==> src/rtl/fetch_unit.sv <==
// Instruction fetch stage: PC register, next-PC select, fetch register.
// Ports: clk/reset_n; imem_addr/instruction memory link;
//   stall/flush/branch/jump control; if_* fetch result; pc/halted/
//   fault/fetch_count status.
module fetch_unit #(
    parameter logic [31:0] RESET_PC  = 32'h0000_0000,
    parameter int          MEM_DEPTH = 256,
    parameter logic [31:0] HALT_WORD = 32'hFC00_0000
) (
    input  logic        clk,
    input  logic        reset_n,
    output logic [31:0] imem_addr,
    input  logic [31:0] instruction,
    input  logic        stall,
    input  logic        flush,
    input  logic        branch_taken,
    input  logic [31:0] branch_offset,
    input  logic        jump,
    input  logic [25:0] jump_target,
    output logic [31:0] if_instr,
    output logic [31:0] if_pc_plus4,
    output logic        if_valid,
    output logic [31:0] pc,
    output logic        halted,
    output logic        fault,
    output logic [31:0] fetch_count
);

    typedef enum logic [1:0] {
        RUN   = 2'd0,
        HALT  = 2'd1,
        FAULT = 2'd2
    } state_t;

    localparam logic [31:0] DEPTH = 32'(MEM_DEPTH);

    state_t      state_q, state_d;
    logic [31:0] pc_q, pc_d;
    logic [31:0] if_instr_q, if_instr_d;
    logic [31:0] if_pc_plus4_q, if_pc_plus4_d;
    logic        if_valid_q, if_valid_d;
    logic [31:0] fetch_count_q, fetch_count_d;

    logic [31:0] pc_plus4;
    logic [31:0] br_target;
    logic [31:0] jmp_target;
    logic [31:0] next_pc;
    logic        pc_bad;

    assign pc_plus4   = pc_q + 32'd4;
    assign br_target  = pc_plus4 + (branch_offset << 2);
    assign jmp_target = {pc_plus4[31:28], jump_target, 2'b00};
    assign pc_bad     = ({2'b00, pc_q[31:2]} >= DEPTH)
                        || (pc_q[1:0] != 2'b00);

    always_comb begin
        next_pc = pc_plus4;
        if (jump) begin
            next_pc = jmp_target;
        end else if (branch_taken) begin
            next_pc = br_target;
        end
    end

    always_comb begin
        state_d       = state_q;
        pc_d          = pc_q;
        if_instr_d    = if_instr_q;
        if_pc_plus4_d = if_pc_plus4_q;
        if_valid_d    = if_valid_q;
        fetch_count_d = fetch_count_q;
        unique case (state_q)
            RUN: begin
                // Bad PC wins over everything, even a stalled cycle.
                if (pc_bad) begin
                    state_d    = FAULT;
                    if_valid_d = 1'b0;
                end else if (!stall) begin
                    fetch_count_d = fetch_count_q + 32'd1;
                    if (instruction == HALT_WORD) begin
                        state_d    = HALT;
                        if_valid_d = 1'b0;
                    end else begin
                        pc_d          = next_pc;
                        if_instr_d    = instruction;
                        if_pc_plus4_d = pc_plus4;
                        if_valid_d    = !flush;
                    end
                end else if (flush) begin
                    if_valid_d = 1'b0;
                end
            end
            HALT, FAULT: begin
                if_valid_d = 1'b0;
            end
            default: begin
                state_d    = FAULT;
                if_valid_d = 1'b0;
            end
        endcase
    end

    always_ff @(posedge clk) begin
        if (!reset_n) begin
            state_q       <= RUN;
            pc_q          <= RESET_PC;
            if_instr_q    <= 32'h0;
            if_pc_plus4_q <= 32'h0;
            if_valid_q    <= 1'b0;
            fetch_count_q <= 32'h0;
        end else begin
            state_q       <= state_d;
            pc_q          <= pc_d;
            if_instr_q    <= if_instr_d;
            if_pc_plus4_q <= if_pc_plus4_d;
            if_valid_q    <= if_valid_d;
            fetch_count_q <= fetch_count_d;
        end
    end

    // Present the reset vector while reset is held so memory is never
    // addressed from an unknown PC.
    assign imem_addr   = reset_n ? {2'b00, pc_q[31:2]}
                                 : {2'b00, RESET_PC[31:2]};
    assign if_instr    = if_instr_q;
    assign if_pc_plus4 = if_pc_plus4_q;
    assign if_valid    = if_valid_q;
    assign pc          = pc_q;
    assign fetch_count = fetch_count_q;
    assign halted      = (state_q == HALT);
    assign fault       = (state_q == FAULT);

endmodule

==> config.mk <==
export PLATFORM = sky130hd
export DESIGN_NAME = fetch_unit
export DESIGN_NICKNAME = d
export VERILOG_FILES = /design/src/rtl/fetch_unit.sv
export SDC_FILE = /design/constraint.sdc
export NUM_CORES = 1
export LEC_CHECK = 0
export BUFFER_PORTS_ARGS = -buffer_cell sky130_fd_sc_hd__buf_2
export CORE_MARGIN = 4
export CORE_UTILIZATION = 55
export DETAILED_ROUTE_END_ITERATION = 12
export PLACE_DENSITY = 0.89
export SLEW_MARGIN = 20
export SYNTH_ARGS = -nofsm -noshare
export SYNTH_HDL_FRONTEND = slang
export SYNTH_SLANG_ARGS = --single-unit
==> constraint.sdc <==
create_clock -name clk -period 6 [get_ports clk]
set_clock_uncertainty 0.1 [all_clocks]
set_input_delay 0.6 -clock clk [delete_from_list [all_inputs] [get_ports clk]]
set_output_delay 0.6 -clock clk [all_outputs]
set_load 0.02 [all_outputs]
# Word-level counts from Yosys, hierarchy flattened
# Cells that the tools add are included.
# word_totals
register_bits	131
# classes
add_sub_neg	3
order_cmp	1
eq_ne	6
n_mux	10
n_bitwise	6
reduce_logical	9
# ops
cell	count
32-bit two-way mux	2
32-bit by 1-bit adder with 32-bit output, second input constant	1
32-bit by 3-bit adder with 32-bit output, second input constant	1
32-bit adder	1
32-bit == test, second input constant	1
30-bit by 9-bit greater-or-equal comparator with 1-bit output, second input constant	1
30-bit two-way mux	1
2-bit two-way mux	3
3-bit != test, second input constant	2
1-bit NOT	6
3-bit AND reduction	2
2-bit case mux with 2 select lines	1
4-bit AND reduction	1
1-bit two-way mux	3
3-bit OR reduction	1
2-bit by 1-bit == test with 1-bit output, second input constant	1
2-bit == test, second input constant	1
2-bit zero test	1
2-bit by 1-bit != test with 1-bit output, second input constant	1
2-bit nonzero test	1
2-bit OR reduction	1
1-bit zero test	1
1-bit logical OR	1

# Logic depth before layout (Yosys ltp)
# Gate-level depths: netlist of run 1.
# depth
ltp_word	5
ltp_mapped	18

# Worst setup path before layout of run 1
# Ideal clock, no wire load.
# synth_path
path_type	reg-to-reg
start	reg pc_q[2] (netlist: pc[2])
end	reg pc_q[30] (netlist: pc[30])
setup_time_ns	0.119
arrival_time_ns	3.522
required_time_ns	5.781
setup_slack_ns	2.259
stages_incl_launch_ff	15
path_buffers	0
synth_period_minus_slack_ns	3.741
path_cell_list	dfxtp_1 > ha_1 > and3_1 > nand3_1 > xnor2_1 > ha_1 > and3_2 > a221o_1 > a221o_1 > and2_4 > a21oi_2 > o31ai_2 > a311oi_2 > xor2_1 > o21bai_1
# synth_between
elab_chain_len	4
word_cells_on_any_way	8
cone_classes	2 x add/sub; 1 x order compare; 2 x mux; 1 x bitwise; 2 x reduce/logical
# synth_lines
item	line	rtl
start: declaration	38	logic [31:0] pc_q, pc_d;
start signal: assignment	113	pc_q <= pc_d;
32-bit by 3-bit adder with 32-bit output	50	assign pc_plus4 = pc_q + 32'd4;
net pc_plus4[10]	44	logic [31:0] pc_plus4;
32-bit adder	51	assign br_target = pc_plus4 + (branch_offset << 2);
32-bit two-way mux	60	end else if (branch_taken) begin
32-bit two-way mux	58	if (jump) begin
# The timed path passes the listed nets, and every way through them passes these cells.
# A chain may end at the register's enable or synchronous reset.

# Worst setup path after layout of run 1
# Same ends and word-level chain as after synthesis.

==> metrics.csv, run 1 <==
stage;metric;value;unit
clocking;cts hold-fix bufs;0;
setup_path;CP max stage delay;0.47;ns
placed_design;Post-DP HPWL;16.2;mm
job;number of max-cap violations;0;
sta;Fin. Hold Viols;0;
routing;via count;7636;
sta;Tmin final;4.22;ns
synthesis;Yosys top cell area share;35.0;%
layout;commonest non-fill, non-tap cell in the layout;buf_2;
die;Die X;123;µm
setup_path;Slowest-stage cell, CP;dfxtp_1;
layout;fillers;994;
outcome;status;complete, no violations;
global_route;first-pass GRT wire length;34.6;mm
setup_path;Worst Path Max Fanout;8;
routing;Antenna Nets Post-Route;0;
routing;DRC violations left;0;
die;die area;15100;µm²
power_and_ir_drop;Max VDD drop;226;µV
setup_path;Crit. End Element;flop;
min_path;Hold WC Path Type;input pin to flop;
clocking;H-tree level count;4;
synthesis;predominant post-synthesis flop cell;dfxtp_1;
synthesis;share of async-settable or async-resettable flops after synthesis;0;%
routing;DR WL/cell;17.1;µm
placed_design;IO Port Bufs;250;
min_path;min-delay src;jump_target[22];
layout;most frequent cells in the layout;buf_2, nand2_1, dfxtp_1;
placed_design;placed insts;1286;
setup_path;RR Startpoint;pc[2];
synthesis;syn avg cell area;8.06;µm²
routing;routed wire length;22.6;mm
layout;filler-free cell count of the finished design;1318;
clocking;clk_lat worst skew;0.42;ns
setup_path;required time of the worst setup path;6.21;ns
synthesis;EDFF count, synth;0;
die;Initial Util;56.8;%
global_route;largest net degree at the start of global routing;77;
sta;actual slew at the worst max-slew pin;1.15;ns
sta;setup TNS;0;ns
clocking;post-CTS setup buffers;0;
clocking;Num Clock Sinks;127;
routing;Via density;5.79;
sta;Setup Viol. Count Final;0;
routing;Starting DRT DRC Count;664;
die;io pins;259;
layout;P&R area growth vs syn;27.2;%
power_and_ir_drop;PwrDens;477;nW/µm²
global_route;antenna violations before repair;1;
placed_design;Final GP Congestion;0.984;
clocking;root buffer cell;clkbuf_16;
setup_path;critical path launch point;pc[2];
sta;Tcrit/Tclk final;70.3;%
setup_path;worst path cell trace;ha_1 > and3_1 > nand3_1 > xnor2_1 > ha_1 > and3_2 > a221o_1 > a221o_1 > and2_4 > a21oi_2 > o31ai_2 > a311oi_2 > xor2_1 > o21bai_1;
sta;Max Clk Rate;237;MHz
clocking;post_cts resized;0;
sta;Slew HR;22.9;%
synthesis;Synth area leader;dfxtp_1;
setup_path;CP arrival;4.42;ns
global_route;GRT Util Overall;28.8;%
global_route;GRT overflow;0;
clocking;total CTS buffers;17;
die;Die Y-Extent;123;µm
setup_path;FF-to-FF setup slack;1.78;ns
layout;share of post-route cells with drive strength above 1;26.4;%
setup_path;crit path launch type;flop;
synthesis;synth unique cells;72;
setup_path;Setup CP Type;flop to flop;
global_route;vias in the first global route;7040;
synthesis;Cells after Synth;901;
sta;RSZ-0062 raised after global routing;false;
synthesis;Synthesis Warnings;0;
synthesis;synthesized flop and latch total;127;
layout;Final nets;1271;
sta;Slew Limit Fails;0;
die;Core Rows;41;
synthesis;Synth area leaders;dfxtp_1, ha_1, nand2_1, a21oi_1, xnor2_1;
layout;post-layout util;72.3;%
die;core region area;12800;µm²
power_and_ir_drop;leakage dissipation;4.53;nW
clocking;CTS clk-pin slew, worst paths;0.06;ns
layout;ANT cells;0;
clocking;CTS tree;yes;
synthesis;Syn Std Cell Area;7260;µm²
clocking;clk buf depth;2;
synthesis;register area share after synthesis;35.0;%
routing;DR pass1 iterations;6;
==> Yosys cell counts, types with 3 or more instances <==
cell type	n
dfxtp_1	127
nand2_1	127
nor2_1	87
a21oi_1	78
ha_1	41
and3_1	40
xnor2_1	40
xor2_1	36
nand3_1	33
and2_1	32
clkbuf_1	30
o21ai_0	26
inv_1	20
a21o_1	19
nand4_1	14
a211oi_1	12
nor4_1	10
buf_2	8
mux2i_1	8
nand2b_1	8
o211ai_1	8
o21a_1	7
o21bai_1	7
a31oi_1	6
buf_4	6
nor3_1	6
o31ai_1	4
a221o_1	3
a221oi_1	3
or3_1	3
==> metrics by stage <==
stage	power [W]	hold WS, ns	setup slack [ns]	cell area [µm²]
2_1_floorplan	0.00266	0.425	2.26	7280
3_3_place_gp	0.00321	0.334	2.05	8580
4_1_cts	0.00440	0.299	1.86	9230
6_report	0.00441	0.314	1.78	9230
3_5_place_dp	0.00325	0.342	1.91	8580
5_1_grt	0.00466	0.324	1.54	9230
==> worst paths after layout <==
check,endpoint,cells past startpoint
setup reg to reg,pc[30],14
setup / recovery,pc[30],14
hold reg to reg,if_instr[26],2
hold / removal,pc[24],3
==> critical path, delay by kind of cell (launching register included) <==
family,cells,cell delay [ns]
compound gates,6,1.59
simple gates,4,0.87
fa+ha+maj,2,0.58
xor+xnor,2,0.49
flops,1,0.47
==> power breakdown <==
part | total (W) | leakage [nW] | switching, W | internal, W
registers | 0.00121 | 1.03 | 0.000182 | 0.00103
clock network | 0.00114 | 0.317 | 0.000413 | 0.000728
logic | 0.00206 | 3.19 | 0.00133 | 0.000724
==> sequential cells by signal, summed over array words and instances, names as in the netlist <==
register	count
fetch_count	32
if_instr	32
if_pc_plus4	30
if_valid	1
pc	30
state_q	2
==> logic make-up after synthesis <==
family                     count (synthesis)  share of synthesized area (%)
adders and majority gates                 42                           7.34
and+or+nand+nor                          373                           24.5
DFF                                      127                           35.0
other                                      1                         0.0517
AOI/OAI and AO/OA                        206                           18.8
xor gates and xnor gates                  76                           9.17
buffers and inverters                     68                           3.96
muxes                                      8                           1.10
==> layer usage <==
| metal | wire length [µm] | up-vias | track usage (%) |
|---|---|---|---|
| met1 | 8930 | 3573 | 34.5 |
| met2 | 10800 | 394 | 48.3 |
| li1 | - | 3608 | - |
| met5 | 12 | - | 0 |
| met4 | 698 | 2 | 11.3 |
| met3 | 2200 | 59 | 8.89 |
==> cell type report <==
class                   instances  area, µm²  share of cell area [%]
inverters                      22       82.6                   0.894
multi-input cells             711       4460                    48.3
clock inverters                13        200                    2.17
flip-flops and latches        127       2540                    27.5
clock buffers                  19        453                    4.91
repair buffers                254       1280                    13.9
well taps                     172        215                    2.33
Power figures use the tool's default switching activity.
==> run 2, diff against run 1 <==
Settings changed: CORE_UTILIZATION 55 to 51, PLACE_DENSITY 0.89 to 0.84.
Clock period 6 ns to 4.1 ns, I/O delays scaled along.
==> metrics.csv, run 2 (synthesis gave the netlist of run 1 again) <==
stage;metric;value;unit
routing;routed wire length;22.6;mm
power_and_ir_drop;sequential power share;27.0;%
routing;via count;7503;
sta;Hold Slack;0.140;ns
power_and_ir_drop;total power;0.00639;W
layout;most frequent cells in the layout;buf_2, nand2_1, dfxtp_1;
power_and_ir_drop;PwrDens;688;nW/µm²
layout;post-layout util;66.7;%
clocking;clk buf depth;2;
power_and_ir_drop;sw frac;43.9;%
global_route;largest net degree at the start of global routing;77;
power_and_ir_drop;Internal;0.00358;W
setup_path;required time of the worst setup path;4.30;ns
die;Core Rows;43;
routing;Antenna Nets Post-Route;0;
die;Initial Util;52.1;%
routing;DR pass1 iterations;5;
sta;Setup Viol. Count Final;0;
layout;P&R area growth vs syn;28.0;%
setup_path;critical path endpoint;pc[30];
clocking;clk_lat worst skew;0.41;ns
routing;DR WL/cell;16.9;µm
setup_path;crit path launch type;flop;
clocking;H-tree level count;4;
setup_path;Setup CP Type;flop to flop;
sta;Slew HR;25.6;%
routing;DRC violations left;0;
clocking;Num Clock Sinks;127;
sta;Tmin final;3.99;ns
clocking;CTS clk-pin slew, worst paths;0.06;ns
clocking;total CTS buffers;17;
sta;Slew Limit Fails;0;
global_route;antenna violations before repair;0;
sta;Fin. Hold Viols;0;
sta;Max Clk Rate;251;MHz
setup_path;critical path launch point;pc[5];
clocking;CTS tree;yes;
setup_path;R2R Path End;pc[30];
clocking;post-CTS setup buffers;0;
setup_path;Worst Path Max Fanout;6;
clocking;post_cts resized;0;
layout;ANT cells;0;
clocking;cts hold-fix bufs;0;
clocking;root buffer cell;clkbuf_16;
global_route;GRT Util Overall;27.0;%
placed_design;IO Port Bufs;250;
placed_design;Final GP Congestion;0.938;
placed_design;Post-DP HPWL;16.4;mm
job;number of max-cap violations;0;
sta;actual slew at the worst max-slew pin;1.11;ns
sta;RSZ-0062 raised after global routing;true;
die;io pins;259;
global_route;GRT overflow;0;
layout;share of post-route cells with drive strength above 1;27.2;%
routing;Via density;5.62;
routing;Starting DRT DRC Count;510;
sta;Tcrit/Tclk final;97.3;%
die;Die Y-Extent;127;µm
power_and_ir_drop;Net Switching;0.00281;W
setup_path;RR Startpoint;pc[5];
min_path;Hold WC Path Type;input pin to flop;
die;core region area;13900;µm²
power_and_ir_drop;Max VDD drop;458;µV
setup_path;CP arrival;4.19;ns
layout;Final nets;1280;
setup_path;FF-to-FF setup slack;0.11;ns
setup_path;reg2reg path depth;14;
layout;commonest non-fill, non-tap cell in the layout;buf_2;
die;die area;16200;µm²
global_route;vias in the first global route;7102;
setup_path;Crit. End Element;flop;
outcome;status;complete, no violations;
power_and_ir_drop;Logic pwr share;48.8;%
power_and_ir_drop;Clock power frac;24.3;%
power_and_ir_drop;leakage dissipation;4.57;nW
die;Die X;127;µm
global_route;first-pass GRT wire length;35.6;mm
-- run 2: cell types whose count changed in the layout (fill, tap and decap cells not counted), moves of 2 or more --
cell,change
inv_6,-4
clkinv_2,+2
buf_4,+9
clkbuf_1,+2
-- run 2: layout make-up --
type / instances / area, µm²
Clock inverter: 12 / 161
Multi-Input combinational cell: 711 / 4490
Fill cell: 1164 / 4640
Clock buffer: 20 / 447
Inverter: 22 / 82.6
Sequential cell: 127 / 2540
Timing Repair Buffer: 263 / 1350
Tap cell: 180 / 225
-- run 2: worst min path at each step --
stage / from / end / cells after the start
floorplan: state_q[0] / state_q[0] / 1
global placement: if_instr[29] / if_instr[29] / 2
detailed placement: if_instr[5] / if_instr[5] / 2
CTS: jump_target[22] / pc[24] / 3
global route: instruction[14] / if_instr[14] / 3
finish: jump_target[22] / pc[24] / 3
-- run 2: layer usage --
layer	share of wire (%)	vias up	track usage, %
li1	-	3628	-
met1	42	3504	33.9
met2	47	320	44.6
met3	8.0	51	7.69
met4	2.8	0	8.83
met5	0	-	0
-- run 2: critical path: stages, from the launching register on --
cell      delay (ns)
dfxtp_1         0.43
and3_1          0.22
and3_2          0.25
nand3_1         0.14
xnor2_2         0.23
ha_1            0.31
and3_2          0.26
a221o_1         0.35
a221o_1         0.44
and2_4          0.20
a21oi_2         0.22
o31ai_2         0.16
a311oi_2        0.31
xor2_1          0.18
o21bai_1        0.07
-- run 2: metrics by stage --
stage                     setup TNS, ns  setup slack [ns]  cell area, µm²  instances
after floorplan                       0             0.359            7280        906
after global placement                0             0.286            8660       1303
after detailed placement              0             0.187            8660       1303
after CTS                             0             0.132            9270       1335
after global routing            -0.0315           -0.0315            9290       1335
final                                 0             0.110            9290       1335
-- run 2: power groups by stage --
stage | combinational (W) | sequential (W) | clock, W
after floorplan | 0.00185 | 0.00204 | 0
after global placement | 0.00303 | 0.00173 | 0
after detailed placement | 0.00306 | 0.00174 | 0
after CTS | 0.00309 | 0.00172 | 0.00157
after global routing | 0.00337 | 0.00176 | 0.00164
final | 0.00312 | 0.00172 | 0.00155
